### src/rtl/ox_prb_pkg.sv
// Shared probe-scheduler definitions: one-hot scheduler states, entry field widths, entry layout.
// Entry packing order, MSB to LSB: {size, source, address}.
package ox_prb_pkg;

    localparam int SIZE_W = 4;
    localparam int SRC_W  = 26;
    localparam int ADDR_W = 64;

    localparam logic [3:0] SCH_IDLE = 4'h1;
    localparam logic [3:0] SCH_REQ  = 4'h2;
    localparam logic [3:0] SCH_BUSY = 4'h4;
    localparam logic [3:0] SCH_POP  = 4'h8;

    typedef struct packed {
        logic [SIZE_W-1:0] size;
        logic [SRC_W-1:0]  source;
        logic [ADDR_W-1:0] address;
    } prb_entry_t;

endpackage

### src/rtl/n2tl_prb_sched_if.sv
// TileLink B-channel Probe handshake from OXmgr RX into the probe scheduler.
interface n2tl_prb_sched_if;
    import ox_prb_pkg::*;

    logic              b_valid;
    logic              b_ready;
    logic [SIZE_W-1:0] b_size;
    logic [SRC_W-1:0]  b_source;
    logic [ADDR_W-1:0] b_address;

    modport master (
        output b_valid, b_size, b_source, b_address,
        input  b_ready
    );

    modport slave (
        input  b_valid, b_size, b_source, b_address,
        output b_ready
    );

endinterface

### src/rtl/prb_sched_fifo.sv
// Synchronous FIFO of probe entries; head is the oldest stored entry, valid whenever !empty.
module prb_sched_fifo
    import ox_prb_pkg::*;
#(
    parameter int DEPTH = 4
) (
    input  logic                     clk,
    input  logic                     reset,
    input  logic                     push,
    input  logic                     pop,
    input  prb_entry_t               wr_data,
    output logic                     full,
    output logic                     empty,
    output logic [$clog2(DEPTH):0]   level,
    output prb_entry_t               head
);
    localparam int AW = $clog2(DEPTH);

    logic [AW-1:0] wr_ptr_q, wr_ptr_d;
    logic [AW-1:0] rd_ptr_q, rd_ptr_d;
    logic [AW:0]   level_q, level_d;
    logic          push_ok, pop_ok;
    prb_entry_t    mem_q [DEPTH];

    assign full    = (level_q == (AW+1)'(DEPTH));
    assign empty   = (level_q == '0);
    assign level   = level_q;
    assign head    = mem_q[rd_ptr_q];
    assign push_ok = push & ~full;
    assign pop_ok  = pop & ~empty;

    always_comb begin
        wr_ptr_d = wr_ptr_q;
        rd_ptr_d = rd_ptr_q;
        level_d  = level_q;
        if (push_ok) wr_ptr_d = wr_ptr_q + AW'(1);
        if (pop_ok)  rd_ptr_d = rd_ptr_q + AW'(1);
        case ({push_ok, pop_ok})
            2'b10:   level_d = level_q + (AW+1)'(1);
            2'b01:   level_d = level_q - (AW+1)'(1);
            default: level_d = level_q;
        endcase
    end

    always_ff @(posedge clk) begin
        if (reset) begin
            wr_ptr_q <= '0;
            rd_ptr_q <= '0;
            level_q  <= '0;
        end else begin
            wr_ptr_q <= wr_ptr_d;
            rd_ptr_q <= rd_ptr_d;
            level_q  <= level_d;
        end
    end

    // Storage is not reset; pointers alone define what is valid.
    for (genvar gi = 0; gi < DEPTH; gi++) begin : g_mem
        always_ff @(posedge clk) begin
            if (push_ok && (wr_ptr_q == AW'(gi))) mem_q[gi] <= wr_data;
        end
    end

endmodule

### src/rtl/n2tl_prb_sched.sv
// Probe scheduler: queues B-channel Probes and dispatches them one at a time to the probe SM,
// with timeout abort and dispatch pause. Define PRB_SCHED_STATS_EN to add dispatch/timeout counters.
module n2tl_prb_sched
    import ox_prb_pkg::*;
#(
    parameter int DEPTH       = 4,
    parameter int TIMEOUT_CYC = 1024,
    parameter int CNT_W       = 16
) (
    input  logic                   clk,
    input  logic                   reset,
    n2tl_prb_sched_if.slave        b,
    input  logic                   prb_pause,
    input  logic                   err_clr,
    output logic                   probe_req,
    input  logic                   probe_req_ack,
    input  logic                   probe_req_done,
    output logic [SIZE_W-1:0]      prb_size,
    output logic [SRC_W-1:0]       prb_source,
    output logic [ADDR_W-1:0]      prb_address,
    output logic                   prb_busy,
    output logic [$clog2(DEPTH):0] prb_q_level,
    output logic                   prb_timeout,
    output logic                   prb_err
`ifdef PRB_SCHED_STATS_EN
   ,output logic [CNT_W-1:0]       prb_disp_cnt,
    output logic [CNT_W-1:0]       prb_tmo_cnt
`endif
);
    localparam int TMR_W = $clog2(TIMEOUT_CYC);

    logic [3:0]       state_q, state_d;
    logic             req_q, req_d;
    logic [TMR_W-1:0] timer_q, timer_d;
    prb_entry_t       head_q, head_d;
    logic             err_q, err_d;
    logic             init_q;
    logic             fifo_full, fifo_empty, fifo_pop, fifo_push;
    prb_entry_t       fifo_head, fifo_wr;
    logic             dispatch, tmo, tmo_hit;

    // b_ready stays low through reset and comes up one cycle after it drops.
    assign b.b_ready = ~fifo_full & init_q;
    assign fifo_push = b.b_valid & b.b_ready;
    assign fifo_wr   = '{size: b.b_size, source: b.b_source, address: b.b_address};

    prb_sched_fifo #(.DEPTH(DEPTH)) u_fifo (
        .clk     (clk),
        .reset   (reset),
        .push    (fifo_push),
        .pop     (fifo_pop),
        .wr_data (fifo_wr),
        .full    (fifo_full),
        .empty   (fifo_empty),
        .level   (prb_q_level),
        .head    (fifo_head)
    );

    assign tmo_hit = (timer_q == TMR_W'(TIMEOUT_CYC - 1));

    always_comb begin
        state_d  = state_q;
        req_d    = req_q;
        timer_d  = timer_q;
        head_d   = head_q;
        fifo_pop = 1'b0;
        dispatch = 1'b0;
        tmo      = 1'b0;
        case (state_q)
            SCH_IDLE: begin
                if (!fifo_empty && !prb_pause) begin
                    state_d  = SCH_REQ;
                    req_d    = 1'b1;
                    timer_d  = '0;
                    head_d   = fifo_head;
                    dispatch = 1'b1;
                end
            end
            SCH_REQ: begin
                timer_d = timer_q + TMR_W'(1);
                // A done on the expiry cycle counts as a normal completion.
                if (probe_req_done) begin
                    state_d = SCH_POP;
                    req_d   = 1'b0;
                end else if (tmo_hit) begin
                    state_d = SCH_POP;
                    req_d   = 1'b0;
                    tmo     = 1'b1;
                end else if (probe_req_ack) begin
                    state_d = SCH_BUSY;
                    req_d   = 1'b0;
                end
            end
            SCH_BUSY: begin
                timer_d = timer_q + TMR_W'(1);
                if (probe_req_done) begin
                    state_d = SCH_POP;
                end else if (tmo_hit) begin
                    state_d = SCH_POP;
                    tmo     = 1'b1;
                end
            end
            SCH_POP: begin
                fifo_pop = 1'b1;
                state_d  = SCH_IDLE;
            end
            default: begin
                state_d = SCH_IDLE;
                req_d   = 1'b0;
            end
        endcase
        err_d = tmo ? 1'b1 : (err_clr ? 1'b0 : err_q);
    end

    always_ff @(posedge clk) begin
        if (reset) begin
            state_q <= SCH_IDLE;
            req_q   <= 1'b0;
            timer_q <= '0;
            head_q  <= '0;
            err_q   <= 1'b0;
            init_q  <= 1'b0;
        end else begin
            state_q <= state_d;
            req_q   <= req_d;
            timer_q <= timer_d;
            head_q  <= head_d;
            err_q   <= err_d;
            init_q  <= 1'b1;
        end
    end

    assign probe_req   = req_q;
    assign prb_size    = head_q.size;
    assign prb_source  = head_q.source;
    assign prb_address = head_q.address;
    assign prb_busy    = (state_q == SCH_REQ) || (state_q == SCH_BUSY);
    assign prb_timeout = tmo;
    assign prb_err     = err_q;

`ifdef PRB_SCHED_STATS_EN
    logic [CNT_W-1:0] disp_cnt_q, disp_cnt_d;
    logic [CNT_W-1:0] tmo_cnt_q, tmo_cnt_d;

    always_comb begin
        disp_cnt_d = disp_cnt_q;
        tmo_cnt_d  = tmo_cnt_q;
        if (dispatch && !(&disp_cnt_q)) disp_cnt_d = disp_cnt_q + CNT_W'(1);
        if (tmo && !(&tmo_cnt_q))       tmo_cnt_d  = tmo_cnt_q + CNT_W'(1);
    end

    always_ff @(posedge clk) begin
        if (reset) begin
            disp_cnt_q <= '0;
            tmo_cnt_q  <= '0;
        end else begin
            disp_cnt_q <= disp_cnt_d;
            tmo_cnt_q  <= tmo_cnt_d;
        end
    end

    assign prb_disp_cnt = disp_cnt_q;
    assign prb_tmo_cnt  = tmo_cnt_q;
`else
    logic unused_dispatch;
    assign unused_dispatch = dispatch;
`endif

endmodule
### src/flat_wrapper.sv
// flat-port wrapper written by rule: the top's interface ports become plain ports
module n2tl_prb_sched_flat import ox_prb_pkg::*;
#(
    parameter int DEPTH       = 4,
    parameter int TIMEOUT_CYC = 1024,
    parameter int CNT_W       = 16
)
  (clk, reset, prb_pause, err_clr, probe_req, probe_req_ack, probe_req_done, prb_size, prb_source, prb_address, prb_busy, prb_q_level, prb_timeout, prb_err, b_b_valid, b_b_size, b_b_source, b_b_address, b_b_ready);
  n2tl_prb_sched_if b_i ();
  input  logic clk;
  input  logic reset;
  input  logic prb_pause;
  input  logic err_clr;
  output logic probe_req;
  input  logic probe_req_ack;
  input  logic probe_req_done;
  output logic [SIZE_W-1:0] prb_size;
  output logic [SRC_W-1:0] prb_source;
  output logic [ADDR_W-1:0] prb_address;
  output logic prb_busy;
  output logic [$clog2(DEPTH):0] prb_q_level;
  output logic prb_timeout;
  output logic prb_err;
  input wire logic [$bits(b_i.b_valid)-1:0] b_b_valid;
  input wire logic [$bits(b_i.b_size)-1:0] b_b_size;
  input wire logic [$bits(b_i.b_source)-1:0] b_b_source;
  input wire logic [$bits(b_i.b_address)-1:0] b_b_address;
  output wire logic [$bits(b_i.b_ready)-1:0] b_b_ready;
  assign b_i.b_valid = b_b_valid;
  assign b_i.b_size = b_b_size;
  assign b_i.b_source = b_b_source;
  assign b_i.b_address = b_b_address;
  assign b_b_ready = b_i.b_ready;
  n2tl_prb_sched #(.DEPTH(DEPTH), .TIMEOUT_CYC(TIMEOUT_CYC), .CNT_W(CNT_W)) u_core (.clk(clk), .reset(reset), .b(b_i), .prb_pause(prb_pause), .err_clr(err_clr), .probe_req(probe_req), .probe_req_ack(probe_req_ack), .probe_req_done(probe_req_done), .prb_size(prb_size), .prb_source(prb_source), .prb_address(prb_address), .prb_busy(prb_busy), .prb_q_level(prb_q_level), .prb_timeout(prb_timeout), .prb_err(prb_err));
endmodule
### config.mk
export PLATFORM = sky130hd
export DESIGN_NAME = n2tl_prb_sched_flat
export DESIGN_NICKNAME = d
export VERILOG_FILES = /design/src/rtl/ox_prb_pkg.sv /design/src/rtl/n2tl_prb_sched_if.sv /design/src/rtl/prb_sched_fifo.sv /design/src/rtl/n2tl_prb_sched.sv /design/src/flat_wrapper.sv
export SDC_FILE = /design/constraint.sdc
export NUM_CORES = 1
export LEC_CHECK = 0
export CAP_MARGIN = 0
export CORE_MARGIN = 4
export CORE_UTILIZATION = 50
export CTS_CLUSTER_DIAMETER = 60
export DETAILED_ROUTE_END_ITERATION = 8
export GPL_ROUTABILITY_DRIVEN = 0
export HOLD_SLACK_MARGIN = 0.1
export PLACE_DENSITY = 0.72
export SYNTH_ARGS = -nofsm -noshare
export SYNTH_HDL_FRONTEND = slang
export SYNTH_SLANG_ARGS = --single-unit
export TNS_END_PERCENT = 50
### constraint.sdc
create_clock -name clk -period 3.9 [get_ports clk]
set_input_delay 0.39 -clock clk [delete_from_list [all_inputs] [get_ports clk]]
set_output_delay 0.39 -clock clk [all_outputs]
set_load 0.02 [all_outputs]
==> results of run 1 <==
-- cell usage in the layout (no fill, tap or decap), types with 7 or more instances in the layout --
cell type        netlist  final
a21oi_1               99     99
edfxtp_1             376    376
nand2_1              191    191
inv_1                  9      9
xnor2_1                7      7
mux4_2                94     94
clkbuf_16              0     52
buf_12                 0      7
buf_4                  1      9
nor2_1                14     14
clkbuf_1              38     17
clkbuf_8               0      8
xor2_1                 8      8
clkdlybuf4s50_1        0    201
dfxtp_1              118    116
-- cells by family (layout without fill, tap and decap cells) --
family | count (synthesis) | in the layout
xor+xnor | 15 | 15
fa+ha+maj | 7 | 7
flops | 494 | 494
other cells | 0 | 1
buf+inv | 67 | 319
simple gates | 247 | 247
compound gates | 114 | 114
mux | 95 | 95
-- Yosys cell counts, drive strengths merged, types with 2 or more instances --
| master | number | area share |
|---|---|---|
| dfxtp | 118 | 0.13 |
| edfxtp | 376 | 0.63 |
| or3 | 3 | 0.0010 |
| mux4 | 94 | 0.12 |
| o21ai | 4 | 0.0011 |
| nand2b | 2 | 0.00070 |
| inv | 9 | 0.0019 |
| a21oi | 99 | 0.028 |
| nor3 | 5 | 0.0017 |
| ha | 6 | 0.0042 |
| nor4 | 6 | 0.0021 |
| and3 | 7 | 0.0024 |
| nand3 | 5 | 0.0014 |
| buf | 19 | 0.0059 |
| nor2 | 14 | 0.0029 |
| nand2 | 191 | 0.040 |
| or2 | 2 | 0.00070 |
| clkbuf | 38 | 0.0079 |
| xor2 | 8 | 0.0039 |
| xnor2 | 7 | 0.0034 |
| or4b | 2 | 0.0013 |
| o31ai | 3 | 0.0013 |
| nand4 | 6 | 0.0021 |
| o21a | 2 | 0.00084 |
-- worst reg2reg max path, delay by kind of cell (launching register included) --
family                   cells  cell delay (ns)
AO/OA/AOI/OAI                2             0.91
adder cells (fa/ha/maj)      2             0.68
AND/OR/NAND/NOR              1             0.31
buffers and inverters        2             0.14
flip-flops                   1             0.39
XOR/XNOR                     1             0.16
-- per-layer routing --
metal / GRT usage / vias to the layer above / part of all wire
li1: - / 4396 / -
met1: 0.2581 / 4907 / 0.42
met2: 0.3190 / 234 / 0.50
met3: 0.03633 / 62 / 0.050
met4: 0.04854 / 2 / 0.021
met5: 0 / - / 0.00035
-- area by class of cell --
class	count	area, µm²	share of cell area
Timing Repair Buffer	217	2220	0.1000
Tap cell	461	576.8	0.02600
Sequential cell	494	13660	0.6157
Clock inverter	15	178.9	0.008065
Multi-Input combinational cell	478	4035	0.1819
Clock buffer	77	1475	0.06649
Antenna cell	1	2.502	0.0001128
Inverter	10	37.54	0.001692
-- where the power goes --
group          internal, µW  switching, µW
clock                  2860           1850
combinational           256            315
sequential             5790           48.1
-- flip-flops by register name, summed over array words and instances, names as in the netlist, 3 cells and up --
register,count
u_core.prb_size,4
u_core.prb_source,26
u_core.state_q,4
u_core.u_fifo.level,3
u_core.timer_q,10
u_core.u_fifo.mem_q,376
u_core.prb_address,64
-- worst paths after layout --
kind,startpoint,to,slack [ns]
setup / recovery,u_core.timer_q[0],prb_timeout,0.77
hold / removal,reset,u_core.u_fifo.level[1],0.37
setup reg to reg,u_core.u_fifo.level[2],u_core.u_fifo.level[2],1.23
hold reg to reg,u_core.prb_address[59],u_core.prb_address[59],0.45
-- through the flow --
| step | power (µW) | utilization | cells |
|---|---|---|---|
| CTS | 11240 | 0.6252 | 1752 |
| finish | 11130 | 0.6253 | 1753 |
| floorplan | 6209 | - | 1039 |
| global route | 11530 | 0.6252 | 1752 |
| global placement | 6514 | 0.5786 | 1660 |
| detailed placement | 6530 | 0.5786 | 1660 |
==> summary.txt, run 1 <==
Clock tree
  – Clock Latency Late Sink: 0.56 ns
  – CTS tree: yes
  – Resize count post-CTS: 0
  – Clock-pin slew on the worst setup and hold paths: 0.06 ns
  – Clock sinks: 494
  – CTS root buf: clkbuf_16
  – TritonCTS buffer count: 49
  – Post-cts hold buffer count: 0
  – Postcts setup bufs: 0
  – CTS Buffer Depth: 3
  – H-tree depth: 2

STA
  – Slew Viols, Final: 0
  – RSZ-0062 raised after global routing: false
  – Worst slew margin: 0.3167
  – Setup WS post-layout: 0.7658 ns
  – Worst Max-Slew Pin Slew: 1.016 ns
  – Final Hold Fails: 0
  – Final setup fails: 0
  – Sum Neg Setup Slack: 0 ns
  – Tcrit/Tclk final: 0.8036
  – FMAX: 319.1 MHz
  – Post-route minimum period: 3.134 ns
  – Hold_ws: 0.3735 ns
  – Clock Skew: 0.02398 ns

Setup path
  – Slowest-stage cell, CP: clkdlybuf4s50_1
  – WS Path Type: register to output pin
  – Critical Path End Type: output pin
  – WP data required: 3.51 ns
  – Crit start category: register
  – Levels on crit path: 5
  – Reg2Reg Depth: 8
  – Crit path largest cell delay: 0.68 ns
  – Arrival time worst endpoint: 2.74 ns
  – Buf/Inv on CP: 1
  – Top delay family on crit path: simple AND/OR/NAND/NOR gates
  – CP Cell Sequence: ha_1, nor3b_1, nand2_1, nor4_1, clkdlybuf4s50_1
  – Worst Path Max Fanout: 6

Power
  – Max IR drop VDD: 0.0003322 V
  – Static Leak: 0.006982 µW
  – Pwr/cell area: 501.4 mW/mm²

Drt
  – Drt drc: 0
  – Via density: 5.477
  – Starting DRT DRC Count: 573
  – Routed Wire Length: 36.84 mm
  – Drt wl/cell: 21.01 µm
  – Vias post-DR: 9601
  – Drt pass-1 iters: 4
  – ANT nets after route: 0

Yosys
  – Mapped Cells: 1039
  – Adder-Cell Fraction of Synth Area: 0.005299
  – Synth cell types: 42
  – Warnings, synthesis: 0
  – Net Count, Synth: 1147
  – Synthesized area: 0.01794 mm²
  – Post-synthesis mux area share: 0.1185
  – Synth Area in Compound Gates: 0.03396
  – Post-synthesis register bit count: 494
  – Largest family of logic cells by synthesized area: multiplexers
  – Post-synth ARST share: 0
  – XOR/XNOR share of the synthesized area: 0.007322
  – Avg Cell Area, Syn: 17.27 µm²
  – Simple-Gate Fraction of Synth Area: 0.05802
  – Number of synthesized flops with an enable pin: 376
  – Synth Flop Type: edfxtp_1
  – Sequential area share after synthesis: 0.7609

Global route
  – First-pass GRT wire length: 57.26 mm
  – Antenna violations before repair: 1
  – Grt ovf: 0
  – Largest net degree at the start of global routing: 97
  – Tot GR Track Use: 0.1894
  – Vias in the first global route: 9881

Place
  – Buffers added on ports: 202
  – DP Wirelength: 21.44 mm
  – DP Worst Slack: 1.266 ns
  – Post-place instance area: 0.02053 mm²

Floorplan
  – Starting Density: 0.5057
  – Die footprint: 0.03898 mm²
  – Width of the die: 197.4 µm
  – I/O pin count: 203
  – Rows: 69
  – Core area: 0.03548 mm²
  – Height of the die: 197.4 µm

Run status
  – Outcome: finished, final reports clean

Layout
  – Filler cells: 2577
  – P&R area growth vs syn: 23.65%
  – Final net count: 1358
  – Fin area: 0.02219 mm²
  – Share of layout cells above drive strength 1: 0.1495

Hold path
  – Hold Path Stages: 2
  – Worst Hold Class: input pin to register

Flow run
  – Max-cap viol count: 0
(Power assumes the default switching activity.)
==> run 2, diff against run 1 <==
--- a/config.mk
+++ b/config.mk
@@ -12,7 +12,7 @@
 export DETAILED_ROUTE_END_ITERATION = 8
 export GPL_ROUTABILITY_DRIVEN = 0
 export HOLD_SLACK_MARGIN = 0.1
-export PLACE_DENSITY = 0.72
+export PLACE_DENSITY = 0.75
 export SYNTH_ARGS = -nofsm -noshare
 export SYNTH_HDL_FRONTEND = slang
 export SYNTH_SLANG_ARGS = --single-unit
==> constraint.sdc (replaced) <==
create_clock -name clk -period 2.5 [get_ports clk]
set_input_delay 0.25 -clock clk [delete_from_list [all_inputs] [get_ports clk]]
set_output_delay 0.25 -clock clk [all_outputs]
set_load 0.02 [all_outputs]
==> run 2 against run 1 <==
Against the previous run: power is 55% higher; via count rose by 1.1%; first-iteration DRC count fell by 6.3%; core utilization rose by 0.84 points; clock-buffer cell count shrank 4; hold slack got worse by 0.074 ns; critical path depth grew 1; non-clock buffer count up 22; worst setup slack got worse by 0.62 ns; wire length is 3.1% higher; critical endpoint unchanged; largest cell class unchanged; largest power group unchanged.
==> summary.txt, run 2 (synthesis results as in run 1) <==
Hold path
  – Hold worst-path end: u_core.u_fifo.mem_q[1][92]
  – Hold path startpoint: b_b_size[2]
  – Hold Path Stages: 1
  – Worst Hold Class: input pin to register

Setup path
  – Reg2reg start: u_core.state_q[0]
  – Arrival time worst endpoint: 2.10 ns
  – Crit start category: register
  – WS Path Type: register to output pin
  – Critical Path End Type: output pin
  – FF-to-FF End: u_core.u_fifo.level[2]
  – WP data required: 2.25 ns
  – Worst Path Max Fanout: 6
  – Reg2Reg Depth: 8
  – R2R setup slack: 0.23 ns

Power
  – Clk pwr share: 0.418
  – Seq pwr share: 0.528
  – Overall power: 17250 µW
  – P_int: 13670 µW
  – Static Leak: 0.007122 µW
  – Psw: 3576 µW
  – Sw Ratio: 0.2074
  – Pwr/cell area: 767.0 mW/mm²
  – Max IR drop VDD: 0.0006771 V
  – Comb power frac: 0.054

Layout
  – Largest register FFs: 376
  – Commonest non-fill, non-tap cell in the layout: edfxtp_1
  – Final net count: 1380
  – Number of diodes: 0
  – Most frequent cells in the layout: 376 x edfxtp_1, 199 x clkdlybuf4s50_1, 191 x nand2_1
  – Share of layout cells above drive strength 1: 0.1706
  – Most flop-heavy register: u_core.u_fifo.mem_q
  – P&R area growth vs syn: 25.31%

Clock tree
  – Clock sinks: 494
  – TritonCTS buffer count: 49
  – Postcts setup bufs: 0
  – H-tree depth: 2
  – CTS tree: yes
  – Clock Latency Late Sink: 0.57 ns
  – CTS root buf: clkbuf_16
  – Clock-pin slew on the worst setup and hold paths: 0.06 ns
  – CTS Buffer Depth: 3

Place
  – DP Worst Slack: 0.1509 ns
  – DP Wirelength: 22.21 mm
  – Buffers added on ports: 202

Floorplan
  – I/O pin count: 203
  – Starting Density: 0.5057
  – Core area: 0.03548 mm²
  – Rows: 69
  – Height of the die: 197.4 µm
  – Width of the die: 197.4 µm
  – Die footprint: 0.03898 mm²

STA
  – Setup WS post-layout: 0.1481 ns
  – Clock Skew: 0.01631 ns
  – Slew Viols, Final: 0
  – Sum Neg Setup Slack: 0 ns
  – Tcrit/Tclk final: 0.9407
  – Post-route minimum period: 2.352 ns
  – Hold_ws: 0.2994 ns
  – FMAX: 425.2 MHz
  – Worst Max-Slew Pin Slew: 0.7260 ns
  – RSZ-0062 raised after global routing: false
  – Final Hold Fails: 0
  – Worst slew margin: 0.5115
  – Final setup fails: 0

Global route
  – Antenna violations before repair: 2
  – Tot GR Track Use: 0.1966
  – Largest net degree at the start of global routing: 106
  – First-pass GRT wire length: 58.88 mm
  – Grt ovf: 0
  – Vias in the first global route: 10340

Drt
  – Drt wl/cell: 21.41 µm
  – ANT nets after route: 0
  – Vias post-DR: 9710
  – Routed Wire Length: 37.99 mm
  – Starting DRT DRC Count: 537
  – Drt drc: 0
  – Drt pass-1 iters: 5
  – Via density: 5.474

Flow run
  – Max-cap viol count: 0

Run status
  – Outcome: finished, final reports clean
run 2: cell count changes in the layout (fill, tap and decap cells not counted), sizes merged:
cell / previous run / this run
buf: 16 / 37
clkbuf: 77 / 73
bufinv: 4 / 2
clkdlybuf4s50: 201 / 199
clkinv: 11 / 13
clkinvlp: 0 / 2
inv: 10 / 12
clkdlybuf4s15: 0 / 1
diode: 1 / 0
dlygate4sd2: 0 / 1
dlygate4sd3: 0 / 1
run 2: layout make-up:
class	instances	area [µm²]
flip-flops and latches	494	13660
fillers	2527	13000
multi-input cells	478	4051
repair buffers	239	2550
clock buffers	73	1439
well taps	461	576.8
clock inverters	19	166.4
inverters	10	37.54
run 2: power groups by stage:
stage	logic, µW	clock network, µW	registers [µW]
final	930	7200	9110
after global routing	1000	7720	9120
after CTS	944	7370	9110
after detailed placement	938	0	9290
after global placement	918	0	9270
after floorplan	318	0	9360
run 2: per-stage QoR:
| step | util | instance area (µm²) | cells |
|---|---|---|---|
| 6_report | 0.6337 | 22480 | 1774 |
| 5_1_grt | 0.6337 | 22480 | 1774 |
| 4_1_cts | 0.6335 | 22480 | 1774 |
| 3_5_place_dp | 0.5876 | 20850 | 1681 |
| 3_3_place_gp | 0.5876 | 20850 | 1681 |
| 2_1_floorplan | - | 17950 | 1039 |
run 2: how the worst max path moves through the flow:
stage                            from                        end  slack [ns]  cells after the start
2_1_floorplan  u_core.u_fifo.level[0]  u_core.u_fifo.mem_q[0][0]       -0.04                      2
3_3_place_gp        u_core.state_q[0]     u_core.u_fifo.level[2]        0.19                      8
3_5_place_dp   u_core.u_fifo.level[2]     u_core.u_fifo.level[2]        0.15                      8
4_1_cts             u_core.timer_q[0]                prb_timeout        0.08                      6
5_1_grt             u_core.timer_q[0]                prb_timeout        0.03                      6
6_report            u_core.timer_q[0]                prb_timeout        0.15                      6
run 2: what timing repair did:
| item | 4_1_cts | 5_1_grt |
|---|---|---|
| hold buffers | 1 | 0 |
| resized for setup | 6 | 4 |
| setup endpoints to repair | 2 | 2 |
| hold endpoints to repair | 1 | 0 |
run 2: worst max-delay path, stage by stage (launching register included):
cell and delay (ns):
dfxtp_2 0.37, ha_1 0.17, nor3b_2 0.19, nand2_1 0.12, nor4_2 0.25, buf_4 0.16
clkdlybuf4s15_2 0.25
run 2: per-layer routing:
| metal | track usage | part of all wire |
|---|---|---|
| met3 | 0.04230 | 0.060 |
| met5 | 0 | 0.00063 |
| met4 | 0.06497 | 0.026 |
| met2 | 0.3360 | 0.52 |
| met1 | 0.2535 | 0.40 |
